[src/rtl/otter_lsu_if.sv]
// Core-side request/response and memory data-port signals of the OTTER load/store unit.
// The LSU uses the slave view; the core/memory side uses the master view.
interface otter_lsu_if;
    logic        req_valid;
    logic        req_ready;
    logic        req_we;
    logic [31:0] req_addr;
    logic [31:0] req_wdata;
    logic [1:0]  req_size;
    logic        req_sign;

    logic        rsp_valid;
    logic [31:0] rsp_rdata;
    logic        rsp_err;

    logic        mem_rden2;
    logic        mem_we2;
    logic [31:0] mem_addr2;
    logic [31:0] mem_din2;
    logic [1:0]  mem_size;
    logic        mem_sign;
    logic [31:0] mem_dout2;

    modport slave (
        input  req_valid, req_we, req_addr, req_wdata, req_size, req_sign, mem_dout2,
        output req_ready, rsp_valid, rsp_rdata, rsp_err,
        output mem_rden2, mem_we2, mem_addr2, mem_din2, mem_size, mem_sign
    );

    modport master (
        output req_valid, req_we, req_addr, req_wdata, req_size, req_sign, mem_dout2,
        input  req_ready, rsp_valid, rsp_rdata, rsp_err,
        input  mem_rden2, mem_we2, mem_addr2, mem_din2, mem_size, mem_sign
    );
endinterface

[src/rtl/otter_lsu.sv]
// OTTER load/store unit: sequences one request into memory-port accesses.
// Define OTTER_LSU_SPLIT_EN to split misaligned accesses; otherwise they return an error.
module otter_lsu #(
    parameter logic [31:0] MmioBase = 32'h0001_0000
) (
    input  logic       clk_i,
    input  logic       rst_i,
    otter_lsu_if.slave bus
);

`ifdef OTTER_LSU_SPLIT_EN
    typedef enum logic [2:0] {
        StIdle = 3'd0, StAcc = 3'd1, StResp = 3'd2, StRdLo = 3'd3, StRdHi = 3'd4, StWrB = 3'd5
    } state_e;
`else
    typedef enum logic [2:0] {StIdle = 3'd0, StAcc = 3'd1, StResp = 3'd2} state_e;
`endif

    state_e      state_q;
    logic        we_q;
    logic        rsp_valid_q, rsp_err_q;
    logic [31:0] rsp_rdata_q;
    logic        mem_rden2_q, mem_we2_q, mem_sign_q;
    logic [31:0] mem_addr2_q, mem_din2_q;
    logic [1:0]  mem_size_q;

    logic [1:0]  req_off;
    logic        req_misal;
    logic        req_err;

`ifdef OTTER_LSU_SPLIT_EN
    logic [31:0] wdata_q, lo_q;
    logic [1:0]  size_q, off_q, cnt_q;
    logic        sign_q;
    logic [1:0]  req_last_k;
    logic [31:0] req_last;
    logic        req_mmio;
    logic [1:0]  wr_next_k;
    logic [7:0]  wr_next_byte;
    logic [1:0]  wr_last_k;

    // Pick the N bytes starting at byte 'off' of {hi,lo} and extend them.
    function automatic logic [31:0] align_load(logic [63:0] pair, logic [1:0] off,
                                               logic [1:0] size, logic sign);
        logic [31:0] sh;
        sh = 32'(pair >> {off, 3'b000});
        if (size == 2'd1) begin
            return sign ? {16'b0, sh[15:0]} : {{16{sh[15]}}, sh[15:0]};
        end
        return sh;
    endfunction
`endif

    always_comb begin
        req_off   = bus.req_addr[1:0];
        req_misal = (bus.req_size == 2'd1 && req_off == 2'd3) ||
                    (bus.req_size == 2'd2 && req_off != 2'd0);
`ifdef OTTER_LSU_SPLIT_EN
        case (bus.req_size)
            2'd0:    req_last_k = 2'd0;
            2'd1:    req_last_k = 2'd1;
            default: req_last_k = 2'd3;
        endcase
        req_last = bus.req_addr + {30'b0, req_last_k};
        req_mmio = (bus.req_addr >= MmioBase) || (req_last >= MmioBase);
        req_err  = (bus.req_size == 2'd3) || (req_misal && req_mmio);
`else
        req_err  = (bus.req_size == 2'd3) || req_misal;
`endif
    end

`ifdef OTTER_LSU_SPLIT_EN
    always_comb begin
        wr_next_k    = cnt_q + 2'd1;
        wr_next_byte = wdata_q[{wr_next_k, 3'b000} +: 8];
        wr_last_k    = (size_q == 2'd1) ? 2'd1 : 2'd3;
    end
`endif

    always_ff @(posedge clk_i) begin
        if (rst_i) begin
            state_q     <= StIdle;
            we_q        <= 1'b0;
            rsp_valid_q <= 1'b0;
            rsp_err_q   <= 1'b0;
            rsp_rdata_q <= 32'b0;
            mem_rden2_q <= 1'b0;
            mem_we2_q   <= 1'b0;
            mem_addr2_q <= 32'b0;
            mem_din2_q  <= 32'b0;
            mem_size_q  <= 2'b0;
            mem_sign_q  <= 1'b0;
`ifdef OTTER_LSU_SPLIT_EN
            wdata_q     <= 32'b0;
            lo_q        <= 32'b0;
            size_q      <= 2'b0;
            off_q       <= 2'b0;
            cnt_q       <= 2'b0;
            sign_q      <= 1'b0;
`endif
        end else begin
            mem_rden2_q <= 1'b0;
            mem_we2_q   <= 1'b0;
            rsp_valid_q <= 1'b0;
            case (state_q)
                StIdle: begin
                    if (bus.req_valid) begin
                        we_q    <= bus.req_we;
`ifdef OTTER_LSU_SPLIT_EN
                        wdata_q <= bus.req_wdata;
                        size_q  <= bus.req_size;
                        sign_q  <= bus.req_sign;
                        off_q   <= req_off;
                        cnt_q   <= 2'd0;
`endif
                        if (req_err) begin
                            rsp_valid_q <= 1'b1;
                            rsp_err_q   <= 1'b1;
                            rsp_rdata_q <= 32'b0;
                            state_q     <= StResp;
`ifdef OTTER_LSU_SPLIT_EN
                        end else if (req_misal && bus.req_we) begin
                            mem_we2_q   <= 1'b1;
                            mem_addr2_q <= bus.req_addr;
                            mem_din2_q  <= {24'b0, bus.req_wdata[7:0]};
                            mem_size_q  <= 2'd0;
                            mem_sign_q  <= bus.req_sign;
                            state_q     <= StWrB;
                        end else if (req_misal) begin
                            mem_rden2_q <= 1'b1;
                            mem_addr2_q <= {bus.req_addr[31:2], 2'b00};
                            mem_size_q  <= 2'd2;
                            mem_sign_q  <= 1'b1;
                            state_q     <= StRdLo;
`endif
                        end else begin
                            mem_rden2_q <= ~bus.req_we;
                            mem_we2_q   <= bus.req_we;
                            mem_addr2_q <= bus.req_addr;
                            mem_din2_q  <= bus.req_wdata;
                            mem_size_q  <= bus.req_size;
                            mem_sign_q  <= bus.req_sign;
                            state_q     <= StAcc;
                        end
                    end
                end
                StAcc: begin
                    rsp_valid_q <= 1'b1;
                    rsp_err_q   <= 1'b0;
                    rsp_rdata_q <= we_q ? 32'b0 : bus.mem_dout2;
                    state_q     <= StResp;
                end
`ifdef OTTER_LSU_SPLIT_EN
                StRdLo: begin
                    lo_q        <= bus.mem_dout2;
                    mem_rden2_q <= 1'b1;
                    mem_addr2_q <= mem_addr2_q + 32'd4;
                    state_q     <= StRdHi;
                end
                StRdHi: begin
                    rsp_valid_q <= 1'b1;
                    rsp_err_q   <= 1'b0;
                    rsp_rdata_q <= align_load({bus.mem_dout2, lo_q}, off_q, size_q, sign_q);
                    state_q     <= StResp;
                end
                StWrB: begin
                    if (cnt_q == wr_last_k) begin
                        rsp_valid_q <= 1'b1;
                        rsp_err_q   <= 1'b0;
                        rsp_rdata_q <= 32'b0;
                        state_q     <= StResp;
                    end else begin
                        cnt_q       <= wr_next_k;
                        mem_we2_q   <= 1'b1;
                        mem_addr2_q <= mem_addr2_q + 32'd1;
                        mem_din2_q  <= {24'b0, wr_next_byte};
                    end
                end
`endif
                StResp:  state_q <= StIdle;
                default: state_q <= StIdle;
            endcase
        end
    end

    assign bus.req_ready = (state_q == StIdle);
    assign bus.rsp_valid = rsp_valid_q;
    assign bus.rsp_err   = rsp_err_q;
    assign bus.rsp_rdata = rsp_rdata_q;
    assign bus.mem_rden2 = mem_rden2_q;
    assign bus.mem_we2   = mem_we2_q;
    assign bus.mem_addr2 = mem_addr2_q;
    assign bus.mem_din2  = mem_din2_q;
    assign bus.mem_size  = mem_size_q;
    assign bus.mem_sign  = mem_sign_q;

endmodule
[src/flat_wrapper.sv]
// flat-port wrapper written by rule: the top's interface ports become plain ports
module otter_lsu_flat 
#(
    parameter logic [31:0] MmioBase = 32'h0001_0000
)
  (clk_i, rst_i, bus_req_valid, bus_req_we, bus_req_addr, bus_req_wdata, bus_req_size, bus_req_sign, bus_mem_dout2, bus_req_ready, bus_rsp_valid, bus_rsp_rdata, bus_rsp_err, bus_mem_rden2, bus_mem_we2, bus_mem_addr2, bus_mem_din2, bus_mem_size, bus_mem_sign);
  otter_lsu_if bus_i ();
  input  logic clk_i;
  input  logic rst_i;
  input wire logic [$bits(bus_i.req_valid)-1:0] bus_req_valid;
  input wire logic [$bits(bus_i.req_we)-1:0] bus_req_we;
  input wire logic [$bits(bus_i.req_addr)-1:0] bus_req_addr;
  input wire logic [$bits(bus_i.req_wdata)-1:0] bus_req_wdata;
  input wire logic [$bits(bus_i.req_size)-1:0] bus_req_size;
  input wire logic [$bits(bus_i.req_sign)-1:0] bus_req_sign;
  input wire logic [$bits(bus_i.mem_dout2)-1:0] bus_mem_dout2;
  output wire logic [$bits(bus_i.req_ready)-1:0] bus_req_ready;
  output wire logic [$bits(bus_i.rsp_valid)-1:0] bus_rsp_valid;
  output wire logic [$bits(bus_i.rsp_rdata)-1:0] bus_rsp_rdata;
  output wire logic [$bits(bus_i.rsp_err)-1:0] bus_rsp_err;
  output wire logic [$bits(bus_i.mem_rden2)-1:0] bus_mem_rden2;
  output wire logic [$bits(bus_i.mem_we2)-1:0] bus_mem_we2;
  output wire logic [$bits(bus_i.mem_addr2)-1:0] bus_mem_addr2;
  output wire logic [$bits(bus_i.mem_din2)-1:0] bus_mem_din2;
  output wire logic [$bits(bus_i.mem_size)-1:0] bus_mem_size;
  output wire logic [$bits(bus_i.mem_sign)-1:0] bus_mem_sign;
  assign bus_i.req_valid = bus_req_valid;
  assign bus_i.req_we = bus_req_we;
  assign bus_i.req_addr = bus_req_addr;
  assign bus_i.req_wdata = bus_req_wdata;
  assign bus_i.req_size = bus_req_size;
  assign bus_i.req_sign = bus_req_sign;
  assign bus_i.mem_dout2 = bus_mem_dout2;
  assign bus_req_ready = bus_i.req_ready;
  assign bus_rsp_valid = bus_i.rsp_valid;
  assign bus_rsp_rdata = bus_i.rsp_rdata;
  assign bus_rsp_err = bus_i.rsp_err;
  assign bus_mem_rden2 = bus_i.mem_rden2;
  assign bus_mem_we2 = bus_i.mem_we2;
  assign bus_mem_addr2 = bus_i.mem_addr2;
  assign bus_mem_din2 = bus_i.mem_din2;
  assign bus_mem_size = bus_i.mem_size;
  assign bus_mem_sign = bus_i.mem_sign;
  otter_lsu #(.MmioBase(MmioBase)) u_core (.clk_i(clk_i), .rst_i(rst_i), .bus(bus_i));
endmodule
[config.mk]
export PLATFORM = sky130hd
export DESIGN_NAME = otter_lsu_flat
export DESIGN_NICKNAME = d
export VERILOG_FILES = /design/src/rtl/otter_lsu_if.sv /design/src/rtl/otter_lsu.sv /design/src/flat_wrapper.sv
export SDC_FILE = /design/constraint.sdc
export NUM_CORES = 1
export LEC_CHECK = 0
export ABC_AREA = 1
export CAP_MARGIN = 40
export CORE_MARGIN = 2
export CORE_UTILIZATION = 30
export CTS_CLUSTER_SIZE = 20
export DETAILED_ROUTE_END_ITERATION = 8
export GPL_TIMING_DRIVEN = 0
export PLACE_DENSITY = 0.75
export SYNTH_ARGS = -nofsm -noshare
export SYNTH_HDL_FRONTEND = slang
export SYNTH_SLANG_ARGS = --single-unit
[constraint.sdc]
create_clock -name clk_i -period 3.1 [get_ports clk_i]
set_input_delay 0.93 -clock clk_i [delete_from_list [all_inputs] [get_ports clk_i]]
set_output_delay 0.93 -clock clk_i [all_outputs]
set_load 0.1 [all_outputs]
==> metrics.yaml, run 1 <==
outcome: "completed"
routabilityCongestion: 0.812
ios: 207
routed_wl_um: 14300
layout-area-overhead-vs-synth_pct: 121
netlist_area_mm2: 0.00364
die_h_um: 114
yosysWarnings: 0
crit_path_end_kind: "primary output"
synth_top_area_share: 0.583
synth_seq_cells: 106
diodes: 0
synthSimpleGateAreaFrac: 0.231
rsz0062_at_grt: "false"
grt_pass1_wl_um: 22400
clockBufferDepth: 2
tightest_slew_ns: 0.582
clk_latency_ns: 0.33
rows: 40
syn_avg_cell_area_um2: 7.86
p_leak_uw: 0.00305
antenna_found_initial: 0
route.detailed.drc: 0
synth_xor_area_frac: 0
grt_overflow: 0
drt-vias-per-instance: 4.61
cap_violations: 0
cts_tree: "yes"
fillers: 854
path_class: "flip-flop to primary output"
synth_top_family_by_area: "simple AND/OR/NAND/NOR gates"
ctsHoldBuffers: 0
synth_compound_area_frac: 0.140
fin_area_mm2: 0.00804
dr.first_iter.drc_count: 153
multi_input_area_mm2: 0.00135
setup.worst_path.start_class: "flip-flop"
core_mm2: 0.0119
cts_setup_buffers: 0
die_area_mm2: 0.0130
ctsRootBufferMaster: "clkbuf_16"
skew_ns: 0.00523
regArea_mm2: 0.00212
numCtsBuffers: 9
fin_crit_ns: 2.55
place_hpwl_um: 11500
drive_above_1_share: 0.168
crit_chain: "nor2_1, clkdlybuf4s50_1, buf_16"
grt_max_degree: 16
synthAdderAreaFrac: 0
critPathRequiredTime_ns: 2.17
ys.flop_type: "dfxtp_1"
die_width_um: 114
start_util: 0.306
hp-class: "flip-flop to flip-flop"
critPathSlowestCell: "clkdlybuf4s50_1"
hold_viol: 0
synthTopCellsByArea: "dfxtp_1 (58%), nand2_1 (21%), a21oi_1 (14%), clkbuf_1 (2.2%), buf_2 (0.82%)"
grt_use_total: 0.219
synth_edf_count: 0
finalCritPeriodShare: 0.822
fin_nets: 886
wl_per_cell_um: 15.3
drv_slew: 0
post_cts_resized: 0
path_clk_slew_ns: 0.07
synth_nets: 566
synth_cell_types: 17
fmax_mhz: 392
io_buffers: 205
synth_seq_area_share: 0.583
netlist_instances: 463
synth_mux_area_frac: 0
placed_area_mm2: 0.00775
cp_slowest_stage_delay_ns: 0.60
clock-sinks: 106
vias: 4309
h-tree-depth: 3
ant_nets: 0
yosys-top-cells-count: "nand2_1 (204), dfxtp_1 (106), a21oi_1 (100)"
synth.most_common_cell: "nand2_1"
drt-pass1-iter-count: 4
slew_headroom: 0.612
ir_worst_vdd_v: 0.000241
grt_pass1_vias: 4622
worstPathMaxFanout: 4
finalSetupViolCount: 0
timing.setup.tns_ns: 0
yosys.area.top_type: "dfxtp_1"
powerDensity_mw_per_mm2: 461
synthArstFlopShare: 0
cp.arrival_ns: 1.62
## state kept, by name, indices dropped and copies added, names as in the netlist
signal / flops
u_core.bus.mem_din2: 32
u_core.bus.rsp_err: 1
u_core.bus.rsp_valid: 1
u_core.state_q: 2
u_core.bus.mem_sign: 1
u_core.bus.mem_rden2: 1
u_core.bus.mem_we2: 1
u_core.bus.mem_addr2: 32
u_core.bus.mem_size: 2
u_core.bus.rsp_rdata: 32
u_core.we_q: 1
## where the power goes
group / total (uW) / internal (uW) / switching [uW]
clock network: 1090 / 609 / 476
registers: 1460 / 1430 / 34.8
logic: 1150 / 467 / 688
## per-layer routing
layer | global-route usage | part of all wire | vias to the layer above
li1 | - | - | 2120
met1 | 0.233 | 0.38 | 1974
met2 | 0.404 | 0.53 | 170
met3 | 0.0418 | 0.054 | 45
met4 | 0.122 | 0.042 | 0
met5 | 0 | 0 | -
## final timing paths
kind	slack [ns]	end	start	depth (start not counted)
setup / recovery	0.55	bus_req_ready	u_core.state_q[1]$_SDFFE_PP0P_	3
hold / removal	0.46	u_core.bus.mem_din2[21]$_SDFFE_PP0P_	u_core.bus.mem_din2[21]$_SDFFE_PP0P_	2
setup reg to reg	1.49	u_core.bus.mem_din2[12]$_SDFFE_PP0P_	u_core.state_q[1]$_SDFFE_PP0P_	7
hold reg to reg	0.46	u_core.bus.mem_din2[21]$_SDFFE_PP0P_	u_core.bus.mem_din2[21]$_SDFFE_PP0P_	2
## layout by cell type (no fill, tap or decap), types with 2 or more instances in the layout
cell	n
inv_1	5
clkbuf_1	23
buf_4	3
nor3_1	2
buf_8	79
clkinv_2	2
a21oi_1	100
clkbuf_16	9
buf_16	25
nand3_1	3
buf_2	6
nor2_1	6
clkbuf_8	3
clkdlybuf4s50_1	205
nand2_1	204
dfxtp_1	106
## through the flow
stage | utilization | setup slack (ns) | hold WS (ns) | instances | total power, uW
2_1_floorplan | - | 0.570 | 0.482 | 463 | 2080
3_3_place_gp | 0.493 | 0.410 | 0.447 | 815 | 2380
3_5_place_dp | 0.651 | 0.386 | 0.453 | 919 | 2650
4_1_cts | 0.675 | 0.543 | 0.464 | 935 | 3730
5_1_grt | 0.675 | 0.516 | 0.480 | 935 | 3830
6_report | 0.675 | 0.551 | 0.464 | 935 | 3700
## final cells by class
class                      instances  share of cell area
clock inverter                     2             0.00125
sequential                       106               0.264
inverter                           6             0.00280
multi-input combinational        319               0.168
timing repair buffer             309               0.489
tap                              147              0.0229
buffer                            32              0.0182
clock buffer                      14              0.0341
## worst max-delay path, delay by kind of cell, from the launching register on
family / cells / cell delay, ns
buf+inv: 2 / 0.80
flops: 1 / 0.35
simple gates: 1 / 0.13
## logic make-up (layout without fill, tap and decap cells)
family | after synthesis | in the layout
simple gates | 218 | 218
flops | 106 | 106
compound gates | 101 | 101
buf+inv | 38 | 363
(Power assumes the default switching activity.)
==> run 2, diff against run 1 <==
--- a/config.mk
+++ b/config.mk
@@ -12,7 +12,7 @@
 export CTS_CLUSTER_SIZE = 20
 export DETAILED_ROUTE_END_ITERATION = 8
 export GPL_TIMING_DRIVEN = 0
-export PLACE_DENSITY = 0.75
+export PLACE_DENSITY = 0.78
 export SYNTH_ARGS = -nofsm -noshare
 export SYNTH_HDL_FRONTEND = slang
 export SYNTH_SLANG_ARGS = --single-unit
==> constraint.sdc (replaced) <==
create_clock -name clk_i -period 2.15 [get_ports clk_i]
set_input_delay 0.645 -clock clk_i [delete_from_list [all_inputs] [get_ports clk_i]]
set_output_delay 0.645 -clock clk_i [all_outputs]
set_load 0.1 [all_outputs]
==> metrics.yaml, run 2 (synthesized netlist as in run 1, its figures left out) <==
outcome: "completed"
ctsHoldBuffers: 0  # unchanged
most-common-layout-cells: "nand2_1 (204), clkdlybuf4s50_1 (198), dfxtp_1 (106), a21oi_1 (100), buf_8 (78)"
setup.worst_path.start_class: "flip-flop"
die_width_um: 114  # unchanged
fillers: 837  # -2.0%
skew_ns: 0.00770  # +0.00247 ns
cts_setup_buffers: 0  # unchanged
numCtsBuffers: 9  # unchanged
grt_pass1_wl_um: 22700  # +1.6%
powerDensity_mw_per_mm2: 667  # +45%
routabilityCongestion: 0.788  # -3.0%
h-tree-depth: 3  # unchanged
vias: 4365  # +1.3%
finalCritPeriodShare: 0.983
p_leak_uw: 0.00311  # +1.8%
core_mm2: 0.0119  # unchanged
place_hpwl_um: 11500  # -0.58%
critPathRequiredTime_ns: 1.50  # -0.67 ns
cpLargestDelayFamily: "buffers and inverters"
hp-class: "flip-flop to flip-flop"
critPathSlowestCell: "clkdlybuf4s50_1"
cap_violations: 0  # unchanged
drv_slew: 0  # unchanged
drive_above_1_share: 0.176  # +0.00851
crit_chain: "clkdlybuf4s50_1, buf_8"
clockBufferDepth: 2  # unchanged
grt_use_total: 0.223  # +0.00375
wl_per_cell_um: 15.4  # +0.53%
rsz0062_at_grt: "false"
ctsRootBufferMaster: "clkbuf_16"
worstPathMaxFanout: 2  # -2
layout-area-overhead-vs-synth_pct: 120
drt-vias-per-instance: 4.69  # +1.7%
antenna_found_initial: 0  # unchanged
slew_headroom: 0.538  # -0.0734
fmax_mhz: 473
finalSetupViolCount: 0  # unchanged
die_area_mm2: 0.0130  # unchanged
ios: 207  # unchanged
cp_slowest_stage_delay_ns: 0.54  # -0.06 ns
fin_nets: 882  # -0.45%
die_h_um: 114  # unchanged
critPathBufInv: 2  # unchanged
worst_slack_ns: 0.0355  # -0.515 ns
fin_crit_ns: 2.11
cp.arrival_ns: 1.47  # -0.15 ns
routed_wl_um: 14400  # about the same
rows: 40  # unchanged
path_class: "flip-flop to primary output"
route.detailed.drc: 0  # unchanged
path_clk_slew_ns: 0.07  # about the same
io_buffers: 205  # unchanged
start_util: 0.306  # unchanged
clock-sinks: 106  # unchanged
clk_latency_ns: 0.34  # about the same
grt_pass1_vias: 4754  # +2.9%
cts_tree: "yes"
dr.first_iter.drc_count: 198  # +29%
utilization: 0.674  # -0.000946
tightest_slew_ns: 0.692  # +0.110 ns
grt_overflow: 0  # unchanged
grt_max_degree: 16  # unchanged
ant_nets: 0  # unchanged
post-place-ws_ns: -0.341  # -0.727 ns
drt-pass1-iter-count: 4  # unchanged
hold_viol: 0  # unchanged
finalPower_uw: 5350  # +45%
ir_worst_vdd_v: 0.000405  # +68%
crit_path_end_kind: "primary output"
diodes: 0  # unchanged
final_common_cell: "nand2_1"
## run 2: layout make-up
class                           instances  area (um^2)  area share
Tap cell                              147          184      0.0229
Timing Repair Buffer                  305         3900       0.486
Multi-Input combinational cell        319         1360       0.169
Inverter                                6         22.5     0.00281
Clock buffer                           15          278      0.0346
Buffer                                 32          154      0.0192
Clock inverter                          1         7.51    0.000936
Sequential cell                       106         2120       0.264
## run 2: stage by stage
step / std cells / hold WS, ns / setup TNS, ns / area, um^2
final: 931 / 0.462 / 0 / 8020
after global routing: 931 / 0.477 / 0 / 8020
after CTS: 934 / 0.462 / 0 / 8030
after detailed placement: 919 / 0.452 / -19.67 / 7750
after global placement: 815 / 0.447 / -12.26 / 5880
after floorplan: 463 / 0.482 / 0 / 3640
## run 2: power by group
group	total, uW	internal (uW)	switching (uW)	leakage, uW
sequential	2110	2050	54.1	0.000863
clock	1580	884	699	0.000136
combinational	1660	672	991	0.00211
## run 2: layer usage
metal  share of wire  vias to the layer above  track usage
met5               0                        -            0
li1                -                     2109            -
met3           0.049                       48       0.0471
met1            0.38                     2023        0.232
met4           0.049                        0        0.130
met2            0.52                      185        0.412
## run 2: worst paths after layout
kind	from	depth (start not counted)	endpoint	slack (ns)
setup / recovery	u_core.bus.rsp_rdata[31]$_SDFFE_PP0P_	2	bus_rsp_rdata[31]	0.04
setup reg to reg	u_core.state_q[1]$_SDFFE_PP0P_	7	u_core.bus.mem_din2[6]$_SDFFE_PP0P_	0.52
hold reg to reg	u_core.bus.rsp_err$_SDFFE_PP0P_	2	u_core.bus.rsp_err$_SDFFE_PP0P_	0.46
hold / removal	u_core.bus.rsp_err$_SDFFE_PP0P_	2	u_core.bus.rsp_err$_SDFFE_PP0P_	0.46
## run 2: timing repair
item | in CTS | in global routing
resized for setup | 1 | 14
pin swaps | 0 | 0
setup endpoints to repair | 2 | 51
## run 2: worst register-to-register path: stages (launching register included)
cell,delay [ns]
dfxtp_1,0.36
nor3b_2,0.32
nand2_4,0.15
inv_2,0.11
buf_6,0.15
buf_4,0.18
nand2_1,0.09
a21oi_1,0.19
==> run 3, diff against run 2 <==
--- a/config.mk
+++ b/config.mk
@@ -6,7 +6,6 @@
 export NUM_CORES = 1
 export LEC_CHECK = 0
 export ABC_AREA = 1
-export CAP_MARGIN = 40
 export CORE_MARGIN = 2
 export CORE_UTILIZATION = 30
 export CTS_CLUSTER_SIZE = 20
==> metrics.yaml, run 3 (synthesized netlist as in run 1, its figures left out) <==
dr.first_iter.drc_count: 185  # -6.6%
hold_path_depth: 2  # unchanged
routabilityCongestion: 0.788  # unchanged
grt_pass1_wl_um: 18200  # -20%
setup.worst_path.start_class: "flip-flop"
crit_chain: "clkdlybuf4s15_1"
cpLargestDelayFamily: "buffers and inverters"
cts_tree: "yes"
finalCritPeriodShare: 0.981  # -0.00268
io_buffers: 205  # unchanged
antenna_found_initial: 0  # unchanged
hp-class: "flip-flop to flip-flop"
r2r_end: "u_core.bus.mem_din2[29]$_SDFFE_PP0P_"
slew_headroom: 0.372  # -0.167
reg2reg_depth: 7  # unchanged
drive_above_1_share: 0.200  # +0.0243
layout-area-overhead-vs-synth_pct: 70.4
wl_per_cell_um: 13.7  # -11%
fmax_mhz: 474  # +0.27%
diodes: 0  # unchanged
endpoint: "bus_rsp_valid"
routed_wl_um: 11400  # -21%
crit_path_end_kind: "primary output"
drt-vias-per-instance: 4.62  # -1.5%
rows: 40  # unchanged
hold_viol: 0  # unchanged
place_hpwl_um: 8620  # -25%
dpl.cell_count: 815  # -11%
crit_path_start: "u_core.bus.rsp_valid$_SDFF_PP0_"
most-common-layout-cells: "nand2_1 (204), dfxtp_1 (106), clkdlybuf4s50_1 (101), a21oi_1 (100), clkdlybuf4s15_2 (91)"
critPathRequiredTime_ns: 1.50  # about the same
vias: 3839  # -12%
cap_violations: 0  # unchanged
path_class: "flip-flop to primary output"
ctsRootBufferMaster: "clkbuf_16"
grt_pass1_vias: 3844  # -19%
worstPathMaxFanout: 1  # -1
h-tree-depth: 3  # unchanged
utilization: 0.521  # -0.153
outcome: "completed"
rsz0062_at_grt: "false"
cp_slowest_stage_delay_ns: 0.81  # +0.27 ns
cp.arrival_ns: 1.46  # about the same
path_clk_slew_ns: 0.07  # about the same
start_util: 0.306  # unchanged
r2r_setup_slack_ns: 0.57  # +0.05 ns
grt_use_total: 0.174  # -0.0487
die_h_um: 114  # unchanged
final_common_cell: "nand2_1"
ant_nets: 0  # unchanged
powerDensity_mw_per_mm2: 783  # +17%
die_area_mm2: 0.0130  # unchanged
critPathSlowestCell: "clkdlybuf4s15_1"
timing.setup.tns_ns: 0  # unchanged
drv_slew: 0  # unchanged
die_width_um: 114  # unchanged
finalSetupViolCount: 0  # unchanged
ir_worst_vdd_v: 0.000339  # -16%
grt_overflow: 0  # unchanged
critPathBufInv: 1  # -1
clockBufferDepth: 2  # unchanged
finalPower_uw: 4860  # -9.3%
stdcell_count: 831  # -11%
tightest_slew_ns: 0.946  # +0.254 ns
route.detailed.drc: 0  # unchanged
fin_nets: 782  # -11%
rr_startpoint: "u_core.state_q[1]$_SDFFE_PP0P_"
ios: 207  # unchanged
drt-pass1-iter-count: 4  # unchanged
clock-sinks: 106  # unchanged
p_leak_uw: 0.00224  # -28%
numCtsBuffers: 9  # unchanged
ctsHoldBuffers: 0  # unchanged
crit_cells: 1  # -1
fin_crit_ns: 2.11  # -0.00576 ns
core_mm2: 0.0119  # unchanged
clk_latency_ns: 0.34  # about the same
grt_max_degree: 17  # +1
skew_ns: 0.00761  # -0.0000862 ns
## run 3: metal layers
| metal | GRT usage | part of all wire | vias up | wire length (um) |
|---|---|---|---|---|
| met5 | 0 | 0 | - | 0 |
| met3 | 0.0503 | 0.072 | 19 | 820 |
| met1 | 0.200 | 0.41 | 1771 | 4680 |
| li1 | - | - | 1911 | - |
| met2 | 0.309 | 0.49 | 138 | 5630 |
| met4 | 0.0602 | 0.024 | 0 | 274 |
## run 3: area by class of cell
| class | instances | area (um^2) |
|---|---|---|
| inverters | 6 | 22.5 |
| flip-flops and latches | 106 | 2120 |
| well taps | 147 | 184 |
| clock buffers | 12 | 236 |
| repair buffers | 205 | 2110 |
| fillers | 1147 | 5710 |
| multi-input cells | 319 | 1350 |
| plain buffers | 32 | 154 |
| clock inverters | 4 | 28.8 |
## run 3: how the worst min path moves through the flow
| stage | from | endpoint | slack [ns] |
|---|---|---|---|
| floorplan | u_core.we_q$_SDFFE_PP0P_ | u_core.we_q$_SDFFE_PP0P_ | 0.48 |
| global placement | u_core.bus.rsp_rdata[26]$_SDFFE_PP0P_ | u_core.bus.rsp_rdata[26]$_SDFFE_PP0P_ | 0.45 |
| detailed placement | u_core.bus.rsp_err$_SDFFE_PP0P_ | u_core.bus.rsp_err$_SDFFE_PP0P_ | 0.45 |
| CTS | u_core.bus.rsp_err$_SDFFE_PP0P_ | u_core.bus.rsp_err$_SDFFE_PP0P_ | 0.46 |
| global route | u_core.bus.rsp_rdata[13]$_SDFFE_PP0P_ | u_core.bus.rsp_rdata[13]$_SDFFE_PP0P_ | 0.48 |
| finish | u_core.bus.rsp_rdata[30]$_SDFFE_PP0P_ | u_core.bus.rsp_rdata[30]$_SDFFE_PP0P_ | 0.46 |
## run 3: worst register-to-register path, stage by stage, from the launching register on
cell	delay [ns]
dfxtp_1	0.36
nor3b_2	0.28
nand2_2	0.21
inv_2	0.13
buf_6	0.15
buf_4	0.18
nand2_1	0.08
a21oi_1	0.12
## run 3: per-stage QoR
step,worst slack (ns),area [um^2],hold WS [ns]
global placement,-0.268,5880,0.447
detailed placement,-0.294,5880,0.454
floorplan,0.361,3640,0.482
finish,0.0413,6210,0.463
CTS,0.000117,6260,0.463
global route,0.00148,6210,0.477
## run 3: repair_timing
action / in CTS / in global routing
setup endpoints to repair: 104 / 32
gates resized for setup: 299 / 23
buffers inserted: 0 / 0
## run 3: where the power goes
part / internal [uW] / switching [uW]
sequential: 2050 / 49.9
combinational: 360 / 904
clock: 787 / 702
